**src/rtl/usart_fifo_core.sv**
```systemverilog
// UART transceiver with TX/RX FIFOs, valid/ready on the system side.
// Optional parity bit enabled by defining USART_PARITY_EN.

module usart_fifo_sync #(
    parameter int W     = 8,
    parameter int DEPTH = 16
) (
    input  logic         clk,
    input  logic         reset,
    input  logic         push,
    input  logic [W-1:0] wdata,
    input  logic         pop,
    output logic [W-1:0] rdata,
    output logic         full,
    output logic         empty
);
    localparam int AW = $clog2(DEPTH);
    localparam int PW = AW + 1;

    logic [W-1:0]  mem_q [DEPTH];
    logic [PW-1:0] wr_q, wr_d, rd_q, rd_d;
    logic          do_push, do_pop;

    assign full  = (wr_q[AW] != rd_q[AW]) && (wr_q[AW-1:0] == rd_q[AW-1:0]);
    assign empty = (wr_q == rd_q);
    // A pop in the same cycle frees the slot, so a push into a full FIFO can still land.
    assign do_push = push && (!full || pop);
    assign do_pop  = pop && !empty;
    assign rdata   = empty ? '0 : mem_q[rd_q[AW-1:0]];

    always_comb begin
        wr_d = wr_q + PW'(do_push);
        rd_d = rd_q + PW'(do_pop);
    end

    always_ff @(posedge clk) begin
        if (reset) begin
            wr_q <= '0;
            rd_q <= '0;
        end else begin
            wr_q <= wr_d;
            rd_q <= rd_d;
        end
    end

    always_ff @(posedge clk) begin
        if (do_push) mem_q[wr_q[AW-1:0]] <= wdata;
    end
endmodule

// state    | meaning
// S_IDLE   | line idle, waiting for work / start edge
// S_START  | start bit
// S_DATA   | DATA_BITS payload bits, LSB first
// S_PARITY | parity bit (only reachable with USART_PARITY_EN)
// S_STOP   | stop bit(s)
module usart_fifo_core #(
    parameter int CLOCKS_PER_BIT = 868,
    parameter int DATA_BITS      = 8,
    parameter int STOP_BITS      = 1,
    parameter int PARITY_ODD     = 0,
    parameter int FIFO_DEPTH     = 16
) (
    input  logic                 clk,
    input  logic                 reset,
    output logic                 tx,
    input  logic                 rx,
    input  logic [DATA_BITS-1:0] tx_data,
    input  logic                 tx_valid,
    output logic                 tx_ready,
    output logic [DATA_BITS-1:0] rx_data,
    output logic                 rx_valid,
    input  logic                 rx_ready,
    output logic                 tx_busy,
    output logic                 rx_frame_err,
    output logic                 rx_parity_err,
    output logic                 rx_overrun
);
`ifdef USART_PARITY_EN
    localparam logic PAR_EN = 1'b1;
`else
    localparam logic PAR_EN = 1'b0;
`endif
    localparam logic PAR_ODD = (PARITY_ODD != 0);
    localparam int   TW      = $clog2(CLOCKS_PER_BIT);
    localparam logic [TW-1:0] T_LAST = TW'(CLOCKS_PER_BIT - 1);
    localparam logic [TW-1:0] T_HALF = TW'(CLOCKS_PER_BIT / 2 - 1);
    localparam logic [3:0]    D_LAST = 4'(DATA_BITS - 1);
    localparam logic [3:0]    S_LAST = 4'(STOP_BITS - 1);

    typedef enum logic [2:0] {S_IDLE, S_START, S_DATA, S_PARITY, S_STOP} state_t;

    // TX side
    state_t               tx_state_q, tx_state_d;
    logic [TW-1:0]        tx_timer_q, tx_timer_d;
    logic [3:0]           tx_idx_q, tx_idx_d;
    logic [DATA_BITS-1:0] tx_shift_q, tx_shift_d;
    logic                 tx_par_q, tx_par_d;
    logic                 tx_q, tx_d;
    logic                 tf_pop, tf_full, tf_empty;
    logic [DATA_BITS-1:0] tf_rdata;

    usart_fifo_sync #(.W(DATA_BITS), .DEPTH(FIFO_DEPTH)) u_tx_fifo (
        .clk   (clk),
        .reset (reset),
        .push  (tx_valid && tx_ready),
        .wdata (tx_data),
        .pop   (tf_pop),
        .rdata (tf_rdata),
        .full  (tf_full),
        .empty (tf_empty)
    );

    assign tx_ready = !tf_full;
    assign tx_busy  = (tx_state_q != S_IDLE) || !tf_empty;
    assign tx       = tx_q;

    always_comb begin
        tx_state_d = tx_state_q;
        tx_timer_d = (tx_timer_q == T_LAST) ? '0 : tx_timer_q + TW'(1);
        tx_idx_d   = tx_idx_q;
        tx_shift_d = tx_shift_q;
        tx_par_d   = tx_par_q;
        tx_d       = 1'b1;
        tf_pop     = 1'b0;
        case (tx_state_q)
            S_IDLE: begin
                tx_timer_d = '0;
                if (!tf_empty) begin
                    tf_pop     = 1'b1;
                    tx_shift_d = tf_rdata;
                    tx_par_d   = ^tf_rdata ^ PAR_ODD;
                    tx_state_d = S_START;
                end
            end
            S_START: begin
                tx_d = 1'b0;
                if (tx_timer_q == T_LAST) begin
                    tx_idx_d   = '0;
                    tx_state_d = S_DATA;
                end
            end
            S_DATA: begin
                tx_d = tx_shift_q[0];
                if (tx_timer_q == T_LAST) begin
                    tx_shift_d = tx_shift_q >> 1;
                    if (tx_idx_q == D_LAST) begin
                        tx_idx_d   = '0;
                        tx_state_d = PAR_EN ? S_PARITY : S_STOP;
                    end else begin
                        tx_idx_d = tx_idx_q + 4'd1;
                    end
                end
            end
            S_PARITY: begin
                tx_d = tx_par_q;
                if (tx_timer_q == T_LAST) begin
                    tx_idx_d   = '0;
                    tx_state_d = S_STOP;
                end
            end
            S_STOP: begin
                if (tx_timer_q == T_LAST) begin
                    if (tx_idx_q == S_LAST) begin
                        tx_idx_d = '0;
                        // Chain straight into the next start bit when more data is queued.
                        if (!tf_empty) begin
                            tf_pop     = 1'b1;
                            tx_shift_d = tf_rdata;
                            tx_par_d   = ^tf_rdata ^ PAR_ODD;
                            tx_state_d = S_START;
                        end else begin
                            tx_state_d = S_IDLE;
                        end
                    end else begin
                        tx_idx_d = tx_idx_q + 4'd1;
                    end
                end
            end
            default: tx_state_d = S_IDLE;
        endcase
    end

    always_ff @(posedge clk) begin
        if (reset) begin
            tx_state_q <= S_IDLE;
            tx_timer_q <= '0;
            tx_idx_q   <= '0;
            tx_shift_q <= '0;
            tx_par_q   <= 1'b0;
            tx_q       <= 1'b1;
        end else begin
            tx_state_q <= tx_state_d;
            tx_timer_q <= tx_timer_d;
            tx_idx_q   <= tx_idx_d;
            tx_shift_q <= tx_shift_d;
            tx_par_q   <= tx_par_d;
            tx_q       <= tx_d;
        end
    end

    // RX side
    state_t               rx_state_q, rx_state_d;
    logic [TW-1:0]        rx_timer_q, rx_timer_d;
    logic [3:0]           rx_idx_q, rx_idx_d;
    logic [DATA_BITS-1:0] rx_shift_q, rx_shift_d;
    logic                 rx_pbad_q, rx_pbad_d;
    logic                 rx_s1_q, rx_s2_q, rx_prev_q;
    logic                 ferr_q, ferr_d, perr_q, perr_d, ovr_q, ovr_d;
    logic                 rf_push, rf_pop, rf_full, rf_empty;

    usart_fifo_sync #(.W(DATA_BITS), .DEPTH(FIFO_DEPTH)) u_rx_fifo (
        .clk   (clk),
        .reset (reset),
        .push  (rf_push),
        .wdata (rx_shift_q),
        .pop   (rf_pop),
        .rdata (rx_data),
        .full  (rf_full),
        .empty (rf_empty)
    );

    assign rx_valid      = !rf_empty;
    assign rf_pop        = rx_valid && rx_ready;
    assign rx_frame_err  = ferr_q;
    assign rx_parity_err = perr_q;
    assign rx_overrun    = ovr_q;

    always_comb begin
        rx_state_d = rx_state_q;
        rx_timer_d = rx_timer_q + TW'(1);
        rx_idx_d   = rx_idx_q;
        rx_shift_d = rx_shift_q;
        rx_pbad_d  = rx_pbad_q;
        rf_push    = 1'b0;
        ferr_d     = 1'b0;
        perr_d     = 1'b0;
        ovr_d      = 1'b0;
        case (rx_state_q)
            S_IDLE: begin
                rx_timer_d = '0;
                if (rx_prev_q && !rx_s2_q) rx_state_d = S_START;
            end
            S_START: begin
                if (rx_timer_q == T_HALF) begin
                    rx_timer_d = '0;
                    rx_idx_d   = '0;
                    rx_pbad_d  = 1'b0;
                    rx_state_d = rx_s2_q ? S_IDLE : S_DATA;
                end
            end
            S_DATA: begin
                if (rx_timer_q == T_LAST) begin
                    rx_timer_d = '0;
                    rx_shift_d = {rx_s2_q, rx_shift_q[DATA_BITS-1:1]};
                    if (rx_idx_q == D_LAST) begin
                        rx_idx_d   = '0;
                        rx_state_d = PAR_EN ? S_PARITY : S_STOP;
                    end else begin
                        rx_idx_d = rx_idx_q + 4'd1;
                    end
                end
            end
            S_PARITY: begin
                if (rx_timer_q == T_LAST) begin
                    rx_timer_d = '0;
                    rx_pbad_d  = PAR_EN && ((^rx_shift_q ^ rx_s2_q) != PAR_ODD);
                    perr_d     = rx_pbad_d;
                    rx_state_d = S_STOP;
                end
            end
            S_STOP: begin
                if (rx_timer_q == T_LAST) begin
                    rx_timer_d = '0;
                    rx_state_d = S_IDLE;
                    if (!rx_s2_q) begin
                        ferr_d = 1'b1;
                    end else if (!rx_pbad_q) begin
                        rf_push = 1'b1;
                        ovr_d   = rf_full && !rf_pop;
                    end
                end
            end
            default: rx_state_d = S_IDLE;
        endcase
    end

    always_ff @(posedge clk) begin
        if (reset) begin
            rx_s1_q    <= 1'b1;
            rx_s2_q    <= 1'b1;
            rx_prev_q  <= 1'b1;
            rx_state_q <= S_IDLE;
            rx_timer_q <= '0;
            rx_idx_q   <= '0;
            rx_shift_q <= '0;
            rx_pbad_q  <= 1'b0;
            ferr_q     <= 1'b0;
            perr_q     <= 1'b0;
            ovr_q      <= 1'b0;
        end else begin
            rx_s1_q    <= rx;
            rx_s2_q    <= rx_s1_q;
            rx_prev_q  <= rx_s2_q;
            rx_state_q <= rx_state_d;
            rx_timer_q <= rx_timer_d;
            rx_idx_q   <= rx_idx_d;
            rx_shift_q <= rx_shift_d;
            rx_pbad_q  <= rx_pbad_d;
            ferr_q     <= ferr_d;
            perr_q     <= perr_d;
            ovr_q      <= ovr_d;
        end
    end
endmodule
```
**config.mk**
```make
export PLATFORM = sky130hd
export DESIGN_NAME = usart_fifo_core
export DESIGN_NICKNAME = d
export VERILOG_FILES = /design/src/rtl/usart_fifo_core.sv
export SDC_FILE = /design/constraint.sdc
export NUM_CORES = 1
export LEC_CHECK = 0
export ABC_AREA = 1
export BUFFER_PORTS_ARGS = -buffer_cell sky130_fd_sc_hd__buf_2
export CORE_MARGIN = 10
export CORE_UTILIZATION = 30
export CTS_CLUSTER_SIZE = 20
export DETAILED_ROUTE_END_ITERATION = 8
export GPL_TIMING_DRIVEN = 0
export PLACE_DENSITY = 0.41
export SLEW_MARGIN = 20
export SYNTH_ARGS = -nofsm -noshare
export SYNTH_HDL_FRONTEND = slang
export SYNTH_SLANG_ARGS = --single-unit
```
**constraint.sdc**
```tcl
create_clock -name clk -period 2.5 [get_ports clk]
set_input_delay 0.125 -clock clk [delete_from_list [all_inputs] [get_ports clk]]
set_output_delay 0.125 -clock clk [all_outputs]
set_load 0.01 [all_outputs]
```
# Word level (Yosys, flattened, before mapping)
# Memories as Yosys holds them, arrays and structs flattened. A register that Yosys moved wholly into a read port is not among the register bits.
# Index checks and enable logic that the tools add are counted.
word_totals:
  mem_bits_rw: 256
  in_bits: 13
  reg_bits: 78
  elab_cells: 168
  memories: 2
mem_list:
  columns: ["name", "words", "width", "rd", "rd_clocked_by_memory_dff", "wr", "line_no", "rtl"]
  rows:
  - ["u_rx_fifo.mem_q", 16, 8, 1, 1, 1, "20", "logic [W-1:0] mem_q [DEPTH];"]
  - ["u_tx_fifo.mem_q", 16, 8, 1, 1, 1, "20", null]
classes:
  bitwise_logic: 3
  n_reduce_logical: 42
  add_sub_neg: 8
  n_mux: 60
  n_eq_ne: 33
op_table:
  columns: ["operator", "n"]
  rows:
  - ["8-bit 2-to-1 mux", 6]
  - ["4-bit 2-to-1 mux", 10]
  - ["3-bit 2-to-1 mux", 13]
  - ["10-bit one-hot mux with 3 select lines", 1]
  - ["3-bit one-hot mux with 5 select lines", 2]
  - ["2-bit != test (second input constant)", 13]
  - ["8-bit one-hot mux with 3 select lines", 1]
  - ["10-bit by 1-bit adder with 10-bit output (second input constant)", 2]
  - ["5-bit by 1-bit adder with 5-bit output", 4]
  - ["10-bit equality test (second input constant)", 2]
  - ["10-bit 2-to-1 mux", 2]
  - ["1-bit 2-to-1 mux", 18]
  - ["3-bit by 2-bit equality test with 1-bit output (second input constant)", 4]
  - ["4-bit one-hot mux with 3 select lines", 1]
  - ["10-bit by 9-bit equality test with 1-bit output (second input constant)", 1]
  - ["5-bit equality test", 2]
  - ["1-bit logical AND", 10]
  - ["3-bit AND reduction", 3]
  - ["3-bit nonzero test", 3]
  - ["3-bit OR reduction", 3]
  - ["4-bit by 1-bit adder with 4-bit output (second input constant)", 2]
  - ["4-bit by 3-bit equality test with 1-bit output (second input constant)", 2]
  - ["4-bit equality test", 2]
  - ["4-bit one-hot mux with 2 select lines", 1]
  - ["other kinds (20)", 38]

# Depth between registers and ports, before layout
logic_depth:
  word_depth: 9
  ltp_mapped: 18

# Modules after synthesis
# Synthesis repeated with hierarchy kept, for this count alone.
unflattened:
  cells_unflattened: 1751
  area_unflattened_um2: 15456.1
modules_own_cells:
  columns: ["module", "area_per_inst_um2", "seq_area_each_um2", "n_inst", "cells_per_inst"]
  rows:
  - ["usart_fifo_sync", 6157.2, 4043.9, 2, 639]
  - ["usart_fifo_core", 3141.8, 1141.1, 1, 473]

# Least setup slack after synthesis
# No wires, ideal clock.
synth_timing:
  path_type: "reg2reg"
  from: "register u_rx_fifo.wr_q[2]"
  to: "register u_rx_fifo.rd_q[4]"
  stages_incl_launch_ff: 13
  setup_slack_ns: 0.366
  setup_time_ns: 0.128
  arrival_ns: 2.006
  path_cell_list: "dfxtp_1 -> clkbuf_1 -> xnor2_1 -> nand4_1 -> nor2_1 -> inv_1 -> nand2_1 -> inv_1 -> ha_1 -> ha_1 -> nand2_1 -> xor2_1 -> nor2_1"
synth_via:
  elab_chain_cells: 5
synth_rtl:
  columns: ["element", "line_no", "rtl"]
  rows:
  - ["start: declaration", "21", "logic [PW-1:0] wr_q, wr_d, rd_q, rd_d;"]
  - ["start signal: assignment", "41", "wr_q <= wr_d;"]
  - ["5-bit equality test (*)", "25", "assign empty = (wr_q == rd_q);"]
  - ["1-bit zero test (*)", "223", "assign rx_valid = !rf_empty;"]
  - ["via rx_valid", "72", "output logic rx_valid,"]
  - ["1-bit logical AND", "224", "assign rf_pop = rx_valid && rx_ready;"]
  - ["1-bit logical AND (*)", "28", "assign do_pop = pop && !empty;"]
  - ["5-bit by 1-bit adder with 5-bit output (*)", "33", "rd_d = rd_q + PW'(do_pop);"]
  - ["end signal: assignment", "42", "rd_q <= rd_d;"]
  - ["end: declaration", "21", null]
# The timed path passes the listed nets; every way through them passes the cells marked *.
# A chain may end at the register's enable or synchronous reset.

# Final worst setup path
layout_timing:
  from: "register rx_timer_q[0]"
  to: "memory u_rx_fifo.mem_q[3][6] (enable)"
layout_via:
  elab_chain_cells: 6
layout_rtl:
  columns: ["element", "line_no", "rtl"]
  rows:
  - ["start: declaration", "204", "logic [TW-1:0] rx_timer_q, rx_timer_d;"]
  - ["start signal: assignment", "306", "rx_timer_q <= rx_timer_d;"]
  - ["10-bit equality test", "273", "if (rx_timer_q == T_LAST) begin"]
  - ["1-bit 2-to-1 mux", "273", null]
  - ["1-bit 2-to-1 mux", "239", "case (rx_state_q)"]
  - ["1-bit logical AND", "27", "assign do_push = push && (!full || pop);"]
  - ["1-bit 2-to-1 mux", "47", "if (do_push) mem_q[wr_q[AW-1:0]] <= wdata;"]
  - ["1-bit 2-to-1 mux (not written as such)", "47", null]
  - ["end: declaration", "20", null]
# Every way passes these cells.

==> metrics.cfg <==
[floorplanning]
num_rows = 80
die_h_um = 239
core-area_um2 = 47600
start_util_pct = 30.3
io-pin-count = 28
die-area_um2 = 57200
fp.dieW_um = 239

[worst_setup_path]
r2r-start = rx_timer_q[0]
cp-start-kind = flip-flop
end_kind = flip-flop
critical_path_required_ns = 2.76
worstSetupPathType = reg2reg
crit_arrival_ns = 2.73
crit_start = rx_timer_q[0]
crit_path_max_fanout = 7

[sta]
grt_setup_unrepaired = yes
worst_pin_slew_ns = 0.814
skew_ns = 0.0150
fmax_ghz = 0.406
relSlewSlack_pct = 45.6
finalMaxSlewViolations = 0
fin_crit_sh_pct = 98.5
fin_crit_ns = 2.46
finalHoldViolations = 0
fin_ws_ns = 0.0372
finalSetupViolCount = 0

[place]
portBuffers = 26
post-place-ws_ns = -0.319
postPlaceCellArea_um2 = 15300
hpwl_mm = 24.6
place.gp.congestion = 0.787

[synthesis]
ys_ff_latch = 333
yosys-top-cells-area = edfxtp_1 53%, dfxtp_1 11%, nand2_1 7.9%
syn_inst = 1441
synth.top_cell.area_share_pct = 53.3
syn_nets = 1468
synth_area_um2 = 14400
yosys.cell_types.count = 45
yosysTopAreaCell = edfxtp_1
synthArstFlopShare_pct = 0
ys_seq_area_share_pct = 64.0
synth_edf_count = 256
yosysWarningCount = 0
syn_area_per_cell_um2 = 10.0
synthFlopType = edfxtp_1

[global_route]
grt_max_degree = 19
overflow = 0
first_global_vias = 9921
grt_pass1_wl_mm = 58.9
track_usage_pct = 13.3
antenna_found_initial = 1

[hold_path]
min_from = tx_data[2]
hold_path_class = in2reg

[cells_and_area]
filler_cell_count = 4739
syn2layout_area_growth_pct = 21.8
layout_common_cells = 301 x nand2_1, 256 x edfxtp_1, 182 x inv_1, 159 x nor2_1, 118 x nand3_1
fin_area_um2 = 17600
final_common_cell = nand2_1
layout.nets = 1566
layout-drive-gt1-share_pct = 14.8

[run_status]
status = completed

[pwr]
power_density_nw_per_um2 = 825
peakVddDrop_mv = 0.424
power_leakage_nw = 7.10

[detailed_routing]
first_iter_violations = 611
drc_errors = 0
routedWlPerCell_um = 17.4
vias = 10100
firstDrtPassIters = 5
ant_nets = 0
vias_per_cell = 4.60
wirelength_mm = 38.1

[cts]
clk_latency_ns = 0.55
clk_pin_slew_ns = 0.06
clockBufferDepth = 3
cts_buffers = 41
h-tree-depth = 2
cts_tree = done
clock-sinks = 333
clockRootBuffer = clkbuf_16

[run]
drv_cap = 0

[timing repair]
item | in CTS | in global routing
hold buffers | 7 | 0
buffers inserted | 6 | 17
cloned | 0 | 0
pin swaps | 9 | 22
resized for setup | 93 | 47
hold endpoints to repair | 63 | 0
endpoints found under the setup margin | 270 | 263
[power by group]
group | switching (mW) | internal (mW) | total [mW]
Clock | 2.30 | 3.52 | 5.82
Sequential | 0.116 | 6.09 | 6.21
Combinational | 1.63 | 0.831 | 2.46
[synth_stat cells, types with 2 or more instances]
library cell,count
nand2_1,303
edfxtp_1,256
nor2_1,193
inv_1,183
nand3_1,123
dfxtp_1,77
o21ai_0,63
a21oi_1,38
clkbuf_1,24
o32ai_1,19
buf_2,14
ha_1,14
xor2_1,14
mux2i_1,13
o221ai_1,13
nor3_1,10
xnor2_1,9
a31oi_1,8
buf_1,7
buf_6,7
inv_2,6
buf_4,5
clkinv_1,4
nand4_1,4
o211ai_1,4
or2_2,4
nor3b_1,3
a211oi_1,2
a21oi_2,2
nand2_2,2
o21ai_1,2
o31ai_1,2
[through the flow]
stage | instances | power [mW] | setup TNS, ns | hold WS, ns | utilization, %
final | 2186 | 14.5 | 0 | 0.0273 | 36.9
after global routing | 2185 | 15.3 | -8.80 | 0.0358 | 36.9
after CTS | 2169 | 14.6 | -6.30 | 0.00463 | 35.9
after detailed placement | 2082 | 8.70 | -48.97 | 0.343 | 32.2
after global placement | 2082 | 8.69 | -46.90 | 0.339 | 32.2
after floorplan | 1441 | 8.02 | 0 | 0.224 | -
[critical path, stage by stage, from the launching register on]
cell     delay, ns
dfxtp_1       0.38
ha_1          0.20
nand2_1       0.07
nor2_1        0.13
nand3_1       0.12
nor2_1        0.11
inv_1         0.07
nor2_1        0.18
inv_1         0.09
nor2_1        0.14
nand2_1       0.29
nor2_4        0.25
buf_12        0.15
[kinds of logic (layout without fill, tap and decap cells)]
group           after synthesis  count (layout)  synth area share (%)
compound gates              158             158                  6.74
xor+xnor                     23              23                  1.40
fa+ha+maj                    14              14                  1.21
buf+inv                     250             379                  7.12
flops                       333             333                  64.0
mux                          13              13                 0.902
other cells                   1               2                0.0260
simple gates                649             649                  18.6
[final cells by class]
| cell class | instances | area, um^2 | share of cell area, % |
|---|---|---|---|
| Timing Repair Buffer | 56 | 598 | 3.40 |
| Inverter | 193 | 728 | 4.14 |
| Multi-Input combinational cell | 858 | 4490 | 25.5 |
| Tap cell | 615 | 769 | 4.38 |
| Clock inverter | 10 | 53.8 | 0.306 |
| Antenna cell | 1 | 2.50 | 0.0142 |
| Sequential cell | 333 | 9240 | 52.6 |
| Buffer | 56 | 410 | 2.34 |
| Clock buffer | 64 | 1280 | 7.31 |
[layer usage]
| layer | global-route usage, % | routed length [um] | share of wire [%] |
|---|---|---|---|
| met5 | 0 | 0 | 0 |
| met4 | 4.13 | 850 | 2.2 |
| met3 | 2.40 | 1580 | 4.1 |
| met2 | 20.8 | 17400 | 46 |
| met1 | 18.4 | 18300 | 48 |
[worst paths after layout]
path	depth (start not counted)	to	slack, ns
min reg2reg	1	rx_s2_q	0.41
min	1	u_tx_fifo.mem_q[3][2]	0.03
max	12	u_rx_fifo.mem_q[3][6]	0.04
max reg2reg	12	u_rx_fifo.mem_q[3][6]	0.04
[state kept, by name, indices dropped and copies added (netlist names), 3 cells and up]
name / cells
u_tx_fifo.mem_q: 128
rx_state_q: 3
rx_timer_q: 10
rx_idx_q: 4
tx_idx_q: 4
tx_state_q: 3
u_rx_fifo.wr_q: 5
tx_timer_q: 10
u_tx_fifo.wr_q: 5
tx_shift_q: 8
u_rx_fifo.rd_q: 5
u_tx_fifo.rd_q: 5
u_rx_fifo.mem_q: 128
rx_shift_q: 8
Note: power is estimated with default switching activity, not from simulation.
